## src/rtl/sfp_link_monitor.sv

```systemverilog
// Per-channel link-up synchroniser/debouncer, drop counters (SFP_LINK_MON_DROP_CNT_EN) and status LEDs.
// All outputs are registered; link_stable lags a steady input change by DEBOUNCE_CYCLES+2 cycles; no backpressure.
module sfp_link_monitor #(
    parameter int SFP_COUNT       = 1,
    parameter int DEBOUNCE_CYCLES = 1000000,
    parameter int BLINK_CYCLES    = 25000000,
    parameter int DROP_CNT_W      = 16,
    localparam int CH_W           = (SFP_COUNT > 1) ? $clog2(SFP_COUNT) : 1
) (
    input  logic                  sysclk_100m,
    input  logic                  sys_reset,
    input  logic [SFP_COUNT-1:0]  link_up_in,
    input  logic [CH_W-1:0]       cnt_sel,
    input  logic                  cnt_clr,
    output logic [SFP_COUNT-1:0]  link_stable,
    output logic                  all_stable,
    output logic [DROP_CNT_W-1:0] drop_cnt,
    output logic [1:0]            sleds
);

    localparam int DB_W = $clog2(DEBOUNCE_CYCLES);
    localparam int HB_W = $clog2(BLINK_CYCLES);
    localparam int BT_W = $clog2(2 * BLINK_CYCLES);
    localparam int N_W  = $clog2(SFP_COUNT + 1);

    localparam logic [DB_W-1:0] DB_LAST  = DB_W'(DEBOUNCE_CYCLES - 1);
    localparam logic [HB_W-1:0] HB_LAST  = HB_W'(BLINK_CYCLES - 1);
    localparam logic [BT_W-1:0] PH_LAST  = BT_W'(BLINK_CYCLES - 1);
    localparam logic [BT_W-1:0] GAP_LAST = BT_W'(2 * BLINK_CYCLES - 1);

    typedef enum logic [1:0] {
        S_GAP,
        S_ON,
        S_OFF
    } blink_state_e;

    logic [SFP_COUNT-1:0]  sync1_q, sync2_q;
    logic [SFP_COUNT-1:0]  stable_q, stable_d;
    logic [DB_W-1:0]       db_cnt_q [SFP_COUNT];
    logic [DB_W-1:0]       db_cnt_d [SFP_COUNT];
    logic                  all_stable_q;
    logic [DROP_CNT_W-1:0] drop_cnt_q, drop_sel;

    logic [HB_W-1:0]       hb_tmr_q, hb_tmr_d;
    logic                  led0_q, led0_d;

    blink_state_e          state_q, state_d;
    logic [BT_W-1:0]       bl_tmr_q, bl_tmr_d;
    logic [N_W-1:0]        rem_q, rem_d;
    logic [N_W-1:0]        n_links;
    logic                  led1_q, led1_d;

    // A mismatch must persist for DEBOUNCE_CYCLES consecutive cycles; any agreement restarts the count.
    always_comb begin
        stable_d = stable_q;
        for (int i = 0; i < SFP_COUNT; i++) begin
            db_cnt_d[i] = '0;
            if (sync2_q[i] != stable_q[i]) begin
                if (db_cnt_q[i] == DB_LAST) begin
                    stable_d[i] = sync2_q[i];
                end else begin
                    db_cnt_d[i] = db_cnt_q[i] + 1'b1;
                end
            end
        end
    end

    always_ff @(posedge sysclk_100m) begin
        if (sys_reset) begin
            sync1_q      <= '0;
            sync2_q      <= '0;
            stable_q     <= '0;
            all_stable_q <= 1'b0;
            for (int i = 0; i < SFP_COUNT; i++) begin
                db_cnt_q[i] <= '0;
            end
        end else begin
            sync1_q      <= link_up_in;
            sync2_q      <= sync1_q;
            stable_q     <= stable_d;
            all_stable_q <= &stable_q;
            for (int i = 0; i < SFP_COUNT; i++) begin
                db_cnt_q[i] <= db_cnt_d[i];
            end
        end
    end

`ifdef SFP_LINK_MON_DROP_CNT_EN
    logic [SFP_COUNT-1:0]  stable_prev_q;
    logic [SFP_COUNT-1:0]  fall;
    logic [DROP_CNT_W-1:0] drop_q [SFP_COUNT];
    logic [DROP_CNT_W-1:0] drop_d [SFP_COUNT];

    assign fall = stable_prev_q & ~stable_q;

    // Clear coinciding with a drop leaves 1 so the new drop is not lost.
    always_comb begin
        drop_sel = '0;
        for (int i = 0; i < SFP_COUNT; i++) begin
            drop_d[i] = drop_q[i];
            if (cnt_clr && (32'(cnt_sel) == i)) begin
                drop_d[i] = fall[i] ? DROP_CNT_W'(1) : '0;
            end else if (fall[i] && (drop_q[i] != '1)) begin
                drop_d[i] = drop_q[i] + 1'b1;
            end
            if (32'(cnt_sel) == i) begin
                drop_sel = drop_q[i];
            end
        end
    end

    always_ff @(posedge sysclk_100m) begin
        if (sys_reset) begin
            stable_prev_q <= '0;
            for (int i = 0; i < SFP_COUNT; i++) begin
                drop_q[i] <= '0;
            end
        end else begin
            stable_prev_q <= stable_q;
            for (int i = 0; i < SFP_COUNT; i++) begin
                drop_q[i] <= drop_d[i];
            end
        end
    end
`else
    logic unused_cnt_inputs;
    assign unused_cnt_inputs = ^{cnt_sel, cnt_clr};
    assign drop_sel          = '0;
`endif

    always_comb begin
        n_links = '0;
        for (int i = 0; i < SFP_COUNT; i++) begin
            n_links = n_links + N_W'(stable_q[i]);
        end
    end

    always_comb begin
        hb_tmr_d = (hb_tmr_q == HB_LAST) ? '0 : hb_tmr_q + 1'b1;
        if (all_stable_q) begin
            led0_d = 1'b1;
        end else if (hb_tmr_q == HB_LAST) begin
            led0_d = ~led0_q;
        end else begin
            led0_d = led0_q;
        end
    end

    // Blink code: n is sampled only at the end of GAP, so a running sequence ignores link changes.
    always_comb begin
        state_d  = state_q;
        bl_tmr_d = bl_tmr_q + 1'b1;
        rem_d    = rem_q;
        case (state_q)
            S_GAP: begin
                if (bl_tmr_q == GAP_LAST) begin
                    bl_tmr_d = '0;
                    if (n_links != '0) begin
                        state_d = S_ON;
                        rem_d   = n_links;
                    end
                end
            end
            S_ON: begin
                if (bl_tmr_q == PH_LAST) begin
                    bl_tmr_d = '0;
                    state_d  = S_OFF;
                end
            end
            S_OFF: begin
                if (bl_tmr_q == PH_LAST) begin
                    bl_tmr_d = '0;
                    rem_d    = rem_q - 1'b1;
                    state_d  = (rem_q == N_W'(1)) ? S_GAP : S_ON;
                end
            end
            default: begin
                state_d  = S_GAP;
                bl_tmr_d = '0;
            end
        endcase
        led1_d = (state_d == S_ON);
    end

    always_ff @(posedge sysclk_100m) begin
        if (sys_reset) begin
            drop_cnt_q <= '0;
            hb_tmr_q   <= '0;
            led0_q     <= 1'b0;
            state_q    <= S_GAP;
            bl_tmr_q   <= '0;
            rem_q      <= '0;
            led1_q     <= 1'b0;
        end else begin
            drop_cnt_q <= drop_sel;
            hb_tmr_q   <= hb_tmr_d;
            led0_q     <= led0_d;
            state_q    <= state_d;
            bl_tmr_q   <= bl_tmr_d;
            rem_q      <= rem_d;
            led1_q     <= led1_d;
        end
    end

    assign link_stable = stable_q;
    assign all_stable  = all_stable_q;
    assign drop_cnt    = drop_cnt_q;
    assign sleds       = {led1_q, led0_q};

endmodule
```

## config.mk

```make
export PLATFORM = sky130hd
export DESIGN_NAME = sfp_link_monitor
export DESIGN_NICKNAME = d
export VERILOG_FILES = /design/src/rtl/sfp_link_monitor.sv
export SDC_FILE = /design/constraint.sdc
export NUM_CORES = 1
export LEC_CHECK = 0
export CAP_MARGIN = 20
export CORE_ASPECT_RATIO = 1.4
export CORE_MARGIN = 3
export CORE_UTILIZATION = 55
export CTS_CLUSTER_SIZE = 40
export DETAILED_ROUTE_END_ITERATION = 8
export GPL_ROUTABILITY_DRIVEN = 0
export PLACE_DENSITY = 0.75
export SLEW_MARGIN = 10
export SYNTH_ARGS = -nofsm -noshare
export SYNTH_HDL_FRONTEND = slang
export SYNTH_SLANG_ARGS = --single-unit
```

## constraint.sdc

```tcl
create_clock -name sysclk_100m -period 5.55 [get_ports sysclk_100m]
set_clock_uncertainty 0.05 [all_clocks]
set_input_delay 0.8325 -clock sysclk_100m [delete_from_list [all_inputs] [get_ports sysclk_100m]]
set_output_delay 0.8325 -clock sysclk_100m [all_outputs]
set_load 0.02 [all_outputs]
```

-- After elaboration in Yosys (flattened, before gate mapping)
Memories as Yosys holds them, arrays and structs flattened.
Cells that the tools add are included.
- flip-flop bits (word level): 60
- bits in writable memories: 20
- logic and storage cells: 57
- memories kept: 1
- memories (name ; words ; bits a word ; rd ports ; clocked after memory_dff ; write ports ; line ; text):
    db_cnt_q ; 1 ; 20 ; 1 ; 0 ; 1 ; 39 ; logic [DB_W-1:0] db_cnt_q [SFP_COUNT];
- add/subtract/negate cells: 4
- eq/ne operators: 11
- muxes and demuxes: 22
- bitwise gates (word level): 1
- reductions and logical operators: 8
- operators with widths (cell ; number):
    2-to-1 mux 20 bit ; 3
    2-to-1 mux 26 bit ; 2
    case mux 26 bit (2 select lines) ; 1
    adder 26 x 1 -> 26 bit, second input constant ; 1
    == test 26 x 25 -> 1 bit, second input constant ; 1
    == test 26 bit, second input constant ; 1
    adder 25 x 1 -> 25 bit, second input constant ; 1
    == test 25 bit, second input constant ; 1
    adder 20 x 1 -> 20 bit, second input constant ; 1
    == test 20 bit, second input constant ; 1
    OR reduction 20 bit ; 1
    2-to-1 mux 1 bit ; 10
    2-to-1 mux 2 bit ; 4
    != test 2 bit, second input constant ; 3
    case mux 2 bit (3 select lines) ; 1
    == test 2 x 1 -> 1 bit, second input constant ; 2
    AND reduction 4 bit ; 1
    nonzero test 2 bit ; 2
    OR reduction 2 bit ; 2
    == test 2 bit, second input constant ; 1
    logical NOT 2 bit ; 1
    case mux 1 bit (2 select lines) ; 1
    AND reduction 2 bit ; 1
    != test 1 bit ; 1
    other kinds (2) ; 2

-- Depth between registers and ports, before layout
Gate-level depths: netlist of the first run.
An unclocked memory read counts as a cell.
- depth after elaboration: 5
- depth in mapped cells: 8
- mapped depth without buffers: 6

-- Worst setup path before layout of the first run
Ideal clock, no wire load.
- path kind: flip-flop to flip-flop
- from: reg bl_tmr_q[11]
- to: reg rem_q
- setup time: 0.086 ns
- data arrival time: 2.333 ns
- data required time: 5.414 ns
- setup slack: 3.081 ns
- cell stages (with the launch flop): 6
- buffers on the path: 0
- period minus slack after synthesis: 2.469 ns
- cells stage by stage: dfxtp_1 -> or4b_1 -> or4_4 -> or4_4 -> a311o_1 -> a221oi_2
- cells in the longest elaborated chain, start to end: 3
- elaborated cells between the ends (all ways): 5
- RTL lines (item ; line ; text):
    start, declared ; 48 ; logic [BT_W-1:0] bl_tmr_q, bl_tmr_d;
    start signal, assigned ; 199 ; bl_tmr_q <= bl_tmr_d;
    == test 26 x 25 -> 1 bit or == test 26 bit (tied branches) ; 171, 156 ;
    != test 2 bit (no source line) ; - ;
    AND reduction 4 bit (no source line) * ; - ;
    end signal, assigned ; 200 ; rem_q <= rem_d;
    end, declared ; 49 ; logic [N_W-1:0] rem_q, rem_d;
Every way passes the cells marked *; elsewhere a longest branch is shown, timed or not.
A chain may end at the register's enable or synchronous reset.

-- Worst setup path after layout of the first run
- from: reg bl_tmr_q[15]
- to: reg bl_tmr_q[25]
- cells in the longest elaborated chain, start to end: 3
- elaborated cells between the ends (all ways): 6
- RTL lines (item ; line ; text):
    adder 26 x 1 -> 26 bit, or another cell as far along ; 152 ; bl_tmr_d = bl_tmr_q + 1'b1;
    2-to-1 mux 26 bit (on tied branches) ; 165, 171, 156 ;
    case mux 26 bit (2 select lines) * ; 154 ; case (state_q)
Marks and branches as above.

==> results of run 1 <==
==> per-layer routing <==
| metal | share of wire | track usage | up-vias | wire length (microns) |
|---|---|---|---|---|
| met3 | 0.024 | 0.0437 | 7 | 157 |
| li1 | - | - | 1442 | - |
| met5 | 0 | 0 | - | 0 |
| met4 | 0.014 | 0.0600 | 0 | 89 |
| met2 | 0.52 | 0.301 | 33 | 3360 |
| met1 | 0.44 | 0.202 | 1324 | 2820 |
==> Yosys cell counts, types with 2 or more instances <==
cell and n:
clkbuf_1 9, xnor2_1 28, a21oi_1 3, buf_4 18, nand4_1 23, and4_1 7, nand2_1 25, nor2b_1 3
nand3_1 25, and3_1 13, ha_1 7, or3_1 3, buf_2 3, inv_1 13, or4_4 2, xor2_1 37
dfxtp_1 80, and2_1 4, nor4_1 9, nor4b_1 2, nor3_1 9, nor2_1 87
==> worst max-delay path, stage by stage (launching register included) <==
cell and delay (ps):
dfxtp_1 340, or4b_2 680, nor4b_1 660, a31oi_1 230, o21ai_2 830, nor2_1 120
==> cell families (layout without fill, tap and decap cells) <==
group	after synthesis	after routing
AO/OA/AOI/OAI	15	15
flip-flops	80	80
adder cells (fa/ha/maj)	7	7
multiplexers	1	1
buffers and inverters	45	36
other	1	16
AND/OR/NAND/NOR	221	221
XOR/XNOR	65	65
==> per-stage QoR <==
| step | hold WS [ps] | util | area [sq um] | setup slack (ps) | cells |
|---|---|---|---|---|---|
| detailed placement | 381 | 0.573 | 3790 | 2470 | 517 |
| CTS | 404 | 0.605 | 4000 | 2450 | 533 |
| floorplan | 364 | - | 3810 | 3080 | 450 |
| global route | 414 | 0.605 | 4000 | 2190 | 533 |
| global placement | 376 | 0.572 | 3780 | 2610 | 516 |
| finish | 395 | 0.605 | 4000 | 2470 | 533 |
==> sequential cells by signal, indices dropped and copies added (netlist names), 2 cells and up <==
name	flops
bl_tmr_q	26
hb_tmr_q	25
db_cnt_q	20
state_q	2
==> area by class of cell <==
cell class                 count  share of cell area
multi-input combinational    325               0.489
sequential                    80               0.400
clock buffer                  13              0.0372
tap                           92              0.0288
clock inverter                 3              0.0163
timing repair buffer           7              0.0163
inverter                      13              0.0122
==> report_power, final <==
part	internal (W)	total, W	switching (W)
logic	0.00000609	0.0000272	0.0000211
registers	0.000578	0.000582	0.00000411
clock network	0.000266	0.000462	0.000196
==> path summary, 6_finish.rpt <==
kind	to	slack (ps)	depth (start not counted)
worst max-delay path	bl_tmr_q[25]	2470	5
worst min-delay path	sync2_q	400	1
worst max register to register	bl_tmr_q[25]	2470	5
worst min register to register	sync2_q	400	1
==> layout by cell type, fill, tap and decap left out, drive strengths merged, types with 3 or more instances in the layout <==
master | Yosys | final
clkbuf | 9 | 13
and4 | 7 | 7
nor2 | 87 | 87
ha | 7 | 7
dfxtp | 80 | 80
or4 | 3 | 3
nor3 | 9 | 9
or3 | 3 | 3
xor2 | 37 | 37
clkdlybuf4s50 | 0 | 6
and2 | 4 | 4
nor4 | 9 | 9
inv | 13 | 13
conb | 1 | 16
and3 | 14 | 14
nand3 | 25 | 25
nand4 | 23 | 23
nand2 | 25 | 25
nor2b | 3 | 3
xnor2 | 28 | 28
a21oi | 3 | 3
==> results_dict.tcl, run 1 <==
set metrics [dict create \
    synthMuxAreaShare 0.00266 \
    fillers 572 \
    setup_tns_ps 0 \
    tightest_slew_ps 984 \
    ys_top_cells_by_area "dfxtp_1 43%, nor2_1 8.7%, xor2_1 8.6%" \
    final_nets 448 \
    drv_cap 0 \
    vias 2806 \
    slew_viol_final 0 \
    post-route-min-period_ps 3080 \
    synthesis.area_sq_um 3760 \
    cellPowerDensity_nw_per_um2 268 \
    cts_buffers 9 \
    clock-sinks 80 \
    cts_max_path_buffers 2 \
    min_period_over_period 0.556 \
    drive_gt1_frac 0.0499 \
    ctsHoldBuffers 0 \
    crit_start "bl_tmr_q[15]" \
    grt_max_degree 26 \
    synth_compound_area_frac 0.0316 \
    hp-class "register to register" \
    io_buffers 6 \
    grt_pass1_wl_microns 11000 \
    crit_type "register to register" \
    slew_headroom 0.344 \
    viasPerCell 5.26 \
    synthDistinctLibCells 47 \
    wl_per_cell_microns 12.1 \
    core_area_sq_um 6610 \
    die_x_microns 75.9 \
    synthSimpleGateAreaFrac 0.296 \
    power_w 0.00107 \
    hold_viol 0 \
    drt-initial-drc-count 125 \
    critical_path_arrival_ps 3220 \
    rsz0062_at_grt "no" \
    regArea_sq_um 1600 \
    synth-xor-area-share 0.152 \
    outcome "completed" \
    rows 35 \
    io_pins 25 \
    synth_top_cell_by_area "dfxtp_1" \
    clk_latency_ps 340 \
    die_h_microns 104 \
    clk_pin_slew_worst_paths_ps 80 \
    insertedDiodeCount 0 \
    ir_drop_mv 0.181 \
    track_usage 0.175 \
    die_area_sq_um 7870 \
    cp-start-kind "register" \
    drc_errors 0 \
    cp-end-kind "register" \
    grt.overflow.total 0 \
    path_max_fanout 25 \
    synth-seq-cells 80 \
    clock_tree.root_cell "clkbuf_8" \
    areaGrowthSynthToFinish_pct 6.53 \
    yosys_warnings 0 \
    cts_tree "built" \
    hpwlAfterDp_microns 4450 \
    cts_resized 0 \
    antenna_found_initial 0 \
    p_leak_nw 1.39 \
    ys_seq_area_frac 0.426 \
    routed_wl_microns 6430 \
    synth_ff_type "dfxtp_1" \
    firstDrtPassIters 4 \
    max_freq_mhz 324 \
    synth_top_area_frac 0.426 \
    multi_input_area_sq_um 1960 \
    postRouteAntennaNets 0 \
    required_ps 5690 \
    synthAdderAreaFrac 0.0233 \
    synth_edf_count 0 \
    regToRegStartpoint "bl_tmr_q[15]" \
    grt_pass1_vias 2604 \
    min_from "sync1_q" \
    cts_setup_buffers 0 \
    initial_utilization 0.568 \
    synth_area_per_cell_sq_um 8.64 \
    synthArstFlopShare 0 \
    synth_cells 435 \
    h-tree-depth 3 \
    setup_viol 0 \
    synth_top_family_by_area "simple AND/OR/NAND/NOR gates" \
]
Note: power is estimated with default switching activity, not from simulation.
==> inputs of run 2 (changes only) <==
- clock period: 5.55 -> 3 ns (I/O delays scaled with it)
==> run 2 against run 1 <==
Effect of this change:
- critical path depth unchanged
- register-to-register slack got worse by 2100 ps
- critical endpoint is now rem_q
- routed wire length up 0.79%
- cell area hardly changed
- critical path type unchanged
- count of clock-buffer cells in the layout shrank 2
==> results_dict.tcl, run 2 (synthesis gave the netlist of run 1 again) <==
set metrics [dict create \
    grt_max_degree 26 \
    io_pins 25 \
    p_leak_nw 1.40 \
    drive_gt1_frac 0.0587 \
    cts_buffers 9 \
    drt-initial-drc-count 118 \
    mostFrequentLayoutCells "87 x nor2_1, 80 x dfxtp_1, 37 x xor2_1" \
    largest-register "bl_tmr_q" \
    clk_latency_ps 340 \
    cp-start-kind "register" \
    combPwrFrac 0.028 \
    setup_tns_ps 0 \
    h-tree-depth 3 \
    finalWorstSetupSlack_ps 392 \
    cts_tree "built" \
    core_area_sq_um 6610 \
    rows 35 \
    drc_errors 0 \
    dp.cells 520 \
    cellPowerDensity_nw_per_um2 471 \
    cts_setup_buffers 0 \
    min_period_over_period 0.869 \
    tightest_slew_ps 761 \
    areaGrowthSynthToFinish_pct 6.46 \
    ir_drop_mv 0.299 \
    crit_type "register to register" \
    antenna_found_initial 0 \
    power.internal_w 0.00148 \
    final_cells 535 \
    hp-class "register to register" \
    critical_path_arrival_ps 2820 \
    slew_headroom 0.488 \
    fillers 607 \
    viasPerCell 5.30 \
    insertedDiodeCount 0 \
    hold_viol 0 \
    grt.overflow.total 0 \
    cts_max_path_buffers 2 \
    initial_utilization 0.568 \
    io_buffers 6 \
    firstDrtPassIters 7 \
    preCtsSetupSlack_ps 410 \
    slew_viol_final 0 \
    seq_power_share 0.571 \
    reg.largest.list "bl_tmr_q: 26 flops, hb_tmr_q: 25 flops, db_cnt_q: 20 flops" \
    routed_wl_microns 6480 \
    netSwitchingFraction 0.214 \
    wl_per_cell_microns 12.1 \
    vias 2835 \
    setup_viol 0 \
    track_usage 0.186 \
    hpwlAfterDp_microns 4640 \
    power.share.clock 0.400 \
    drv_cap 0 \
    clock-sinks 80 \
    rsz0062_at_grt "no" \
    postRouteAntennaNets 0 \
    required_ps 3210 \
    die_area_sq_um 7870 \
    cp-end-kind "register" \
    path_max_fanout 7 \
    final_nets 451 \
    p_sw_w 0.000404 \
    die_h_microns 104 \
    grt_pass1_wl_microns 11800 \
    grt_pass1_vias 2847 \
    clock_tree.root_cell "clkbuf_8" \
    largest_register_ffs 26 \
    die_x_microns 75.9 \
    cts_resized 0 \
    outcome "completed" \
    post-route-min-period_ps 2610 \
    clk_pin_slew_worst_paths_ps 80 \
    max_freq_mhz 383 \
    ctsHoldBuffers 0 \
    mostFrequentLayoutCell "nor2_1" \
]
[run 2: final cells by class]
cell class	count	area [sq um]	area share
Tap cell	92	115	0.0288
Sequential cell	80	1600	0.400
Timing Repair Buffer	10	90.1	0.0225
Multi-Input combinational cell	325	1960	0.490
Inverter	13	48.8	0.0122
Clock inverter	4	45.0	0.0113
Clock buffer	11	141	0.0353
[run 2: path summary, 6_finish.rpt]
| check | slack (ps) | startpoint | endpoint | cells past startpoint |
|---|---|---|---|---|
| max | 390 | bl_tmr_q[11] | rem_q | 5 |
| min | 400 | sync1_q | sync2_q | 1 |
| max reg2reg | 390 | bl_tmr_q[11] | rem_q | 5 |
| min reg2reg | 400 | sync1_q | sync2_q | 1 |
[run 2: through the flow]
step           hold WS (ps)  utilization  total power [W]  area [sq um]
2_1_floorplan           364            -          0.00116          3810
3_3_place_gp            388        0.577          0.00115          3810
3_5_place_dp            385        0.577          0.00116          3810
4_1_cts                 400        0.605          0.00192          4000
5_1_grt                 424        0.605          0.00196          4000
6_report                396        0.605          0.00189          4000
[run 2: power by group through the flow]
stage	Clock (W)	Combinational [W]	Sequential (W)
final	0.000755	0.0000534	0.00108
after global routing	0.000824	0.0000617	0.00108
after CTS	0.000785	0.0000540	0.00108
after detailed placement	0	0.0000537	0.00110
after global placement	0	0.0000524	0.00110
after floorplan	0	0.0000611	0.00110
[run 2: critical path: stages, from the launching register on]
cell and delay [ps]:
dfxtp_1 380, or4b_1 540, or4_4 560, or4_4 450, a311o_1 380, a221oi_2 180
[run 2: metal layers]
metal / wire (microns) / share of wire / vias up / track usage
met5: 0 / 0 / - / 0
met4: 87 / 0.013 / 0 / 0.0625
met3: 202 / 0.031 / 12 / 0.0495
met2: 3310 / 0.51 / 42 / 0.320
met1: 2880 / 0.44 / 1335 / 0.213
li1: - / - / 1446 / -
==> inputs of run 3 (changes only) <==
- ABC_CLOCK_PERIOD_IN_PS: unset -> 2500
- clock period: 3 -> 2.5 ns (I/O delays scaled with it)
==> run 3 against run 2 <==
Effect of this change:
- fmax grew 6.7%
- sequential power increased by 19%
- power rose by 28%
- clock power up 40%
- global-route usage is 0.86 points lower
- worst setup slack lost 340 ps
- flip-flop and latch count is the same
- combinational power rose by 24%
- worst hold slack better by 7.0 ps
- sequential share of layout area shrank 1.1 points
- first-iteration DRC count up 19%
- largest power group unchanged
==> results_dict.tcl, run 3 (synthesis gave the netlist of run 1 again) <==
set metrics [dict create \
    outcome "completed" \
    cts_max_path_buffers 2 \
    worstRegToRegCells 5 \
    clock-sinks 80 \
    ir_drop_mv 0.388 \
    clk_latency_ps 350 \
    hold_viol 0 \
    wl_per_cell_microns 11.9 \
    cellPowerDensity_nw_per_um2 587 \
    min_to "sync2_q" \
    path_max_fanout 3 \
    drive_gt1_frac 0.0796 \
    post-route-min-period_ps 2440 \
    die_area_sq_um 7870 \
    crit_chain "or4b_1 -> or4_4 -> or4_4 -> a311o_1 -> a221oi_2" \
    viasPerCell 5.29 \
    drc_errors 0 \
    r2r_setup_slack_ps 60 \
    hold_ws_ps 403 \
    min_from "sync1_q" \
    firstDrtPassIters 4 \
    rsz0062_at_grt "no" \
    regToRegStartpoint "bl_tmr_q[11]" \
    cts_setup_buffers 0 \
    h-tree-depth 3 \
    cp-start-kind "register" \
    holdPathStages 1 \
    max_freq_mhz 409 \
    crit_path_max_incr_delay_ps 520 \
    largest-register "bl_tmr_q" \
    setup_tns_ps 0 \
    routed_wl_microns 6460 \
    required_ps 2710 \
    die_h_microns 104 \
    cts_resized 0 \
    io_buffers 6 \
    final_nets 459 \
    ctsHoldBuffers 0 \
    areaGrowthSynthToFinish_pct 9.49 \
    cts_buffers 9 \
    p_leak_nw 1.46 \
    antenna_found_initial 0 \
    vias 2876 \
    power_w 0.00242 \
    reg.largest.list "bl_tmr_q: 26 flops, hb_tmr_q: 25 flops, db_cnt_q: 20 flops" \
    insertedDiodeCount 0 \
    grt_pass1_wl_microns 11100 \
    hpwlAfterDp_microns 4610 \
    postRouteAntennaNets 0 \
    critical_path_arrival_ps 2650 \
    crit_slowest_cell "or4b_1" \
    core_area_sq_um 6610 \
    die_x_microns 75.9 \
    drt-initial-drc-count 140 \
    cp-end-kind "register" \
    mostFrequentLayoutCells "87 x nor2_1, 80 x dfxtp_1, 37 x xor2_1" \
    largest_register_ffs 26 \
    clk_pin_slew_worst_paths_ps 80 \
    clock_tree.root_cell "clkbuf_8" \
    mostFrequentLayoutCell "nor2_1" \
    rr_endpoint "rem_q" \
    grt_pass1_vias 2694 \
    min_period_over_period 0.977 \
    timing.critical_path.mode_cell "or4_4" \
    crit_buf_inv 0 \
    cp_top_family "simple AND/OR/NAND/NOR gates" \
    track_usage 0.177 \
    slew_viol_final 0 \
    initial_utilization 0.568 \
    setup_viol 0 \
    cts_tree "built" \
    grt_max_degree 26 \
    crit_type "register to register" \
    rows 35 \
    io_pins 25 \
    drv_cap 0 \
    grt.overflow.total 0 \
    hp-class "register to register" \
]
[run 3: power by group]
part           internal (W)  leakage [nW]  switching, W  total (W)
combinational     0.0000181         0.703     0.0000483  0.0000664
clock              0.000593         0.113      0.000465    0.00106
sequential          0.00128         0.646    0.00000851    0.00129
total               0.00189          1.46      0.000521    0.00242
[run 3: worst max path at each step]
| stage | from | depth (start not counted) | to | slack (ps) |
|---|---|---|---|---|
| 6_report | bl_tmr_q[11] | 5 | rem_q | 60 |
| 5_1_grt | bl_tmr_q[11] | 5 | rem_q | 20 |
| 4_1_cts | bl_tmr_q[11] | 5 | rem_q | 4 |
| 3_5_place_dp | bl_tmr_q[11] | 5 | rem_q | 10 |
| 3_3_place_gp | bl_tmr_q[11] | 5 | rem_q | 50 |
| 2_1_floorplan | bl_tmr_q[11] | 5 | rem_q | 30 |
[run 3: final cells by class]
type,instances,area [sq um]
Inverter,13,48.8
Clock inverter,6,90.1
Timing Repair Buffer,18,163
Fill cell,582,2500
Tap cell,92,115
Sequential cell,80,1600
Clock buffer,10,138
Multi-Input combinational cell,325,1960
[run 3: per-stage QoR]
stage          instances   util  setup WS, ps  instance area, sq um
2_1_floorplan        450      -          31.1                  3810
6_report             544  0.622          56.6                  4110
4_1_cts              544  0.622          4.43                  4110
5_1_grt              544  0.622          16.4                  4110
3_3_place_gp         528  0.588          45.1                  3890
3_5_place_dp         528  0.588          10.3                  3890
[run 3: layer usage]
layer | up-vias | share of wire | global-route usage
li1 | 1467 | - | -
met1 | 1359 | 0.43 | 0.203
met2 | 38 | 0.52 | 0.299
met3 | 12 | 0.025 | 0.0320
met4 | 0 | 0.023 | 0.0913
met5 | - | 0 | 0
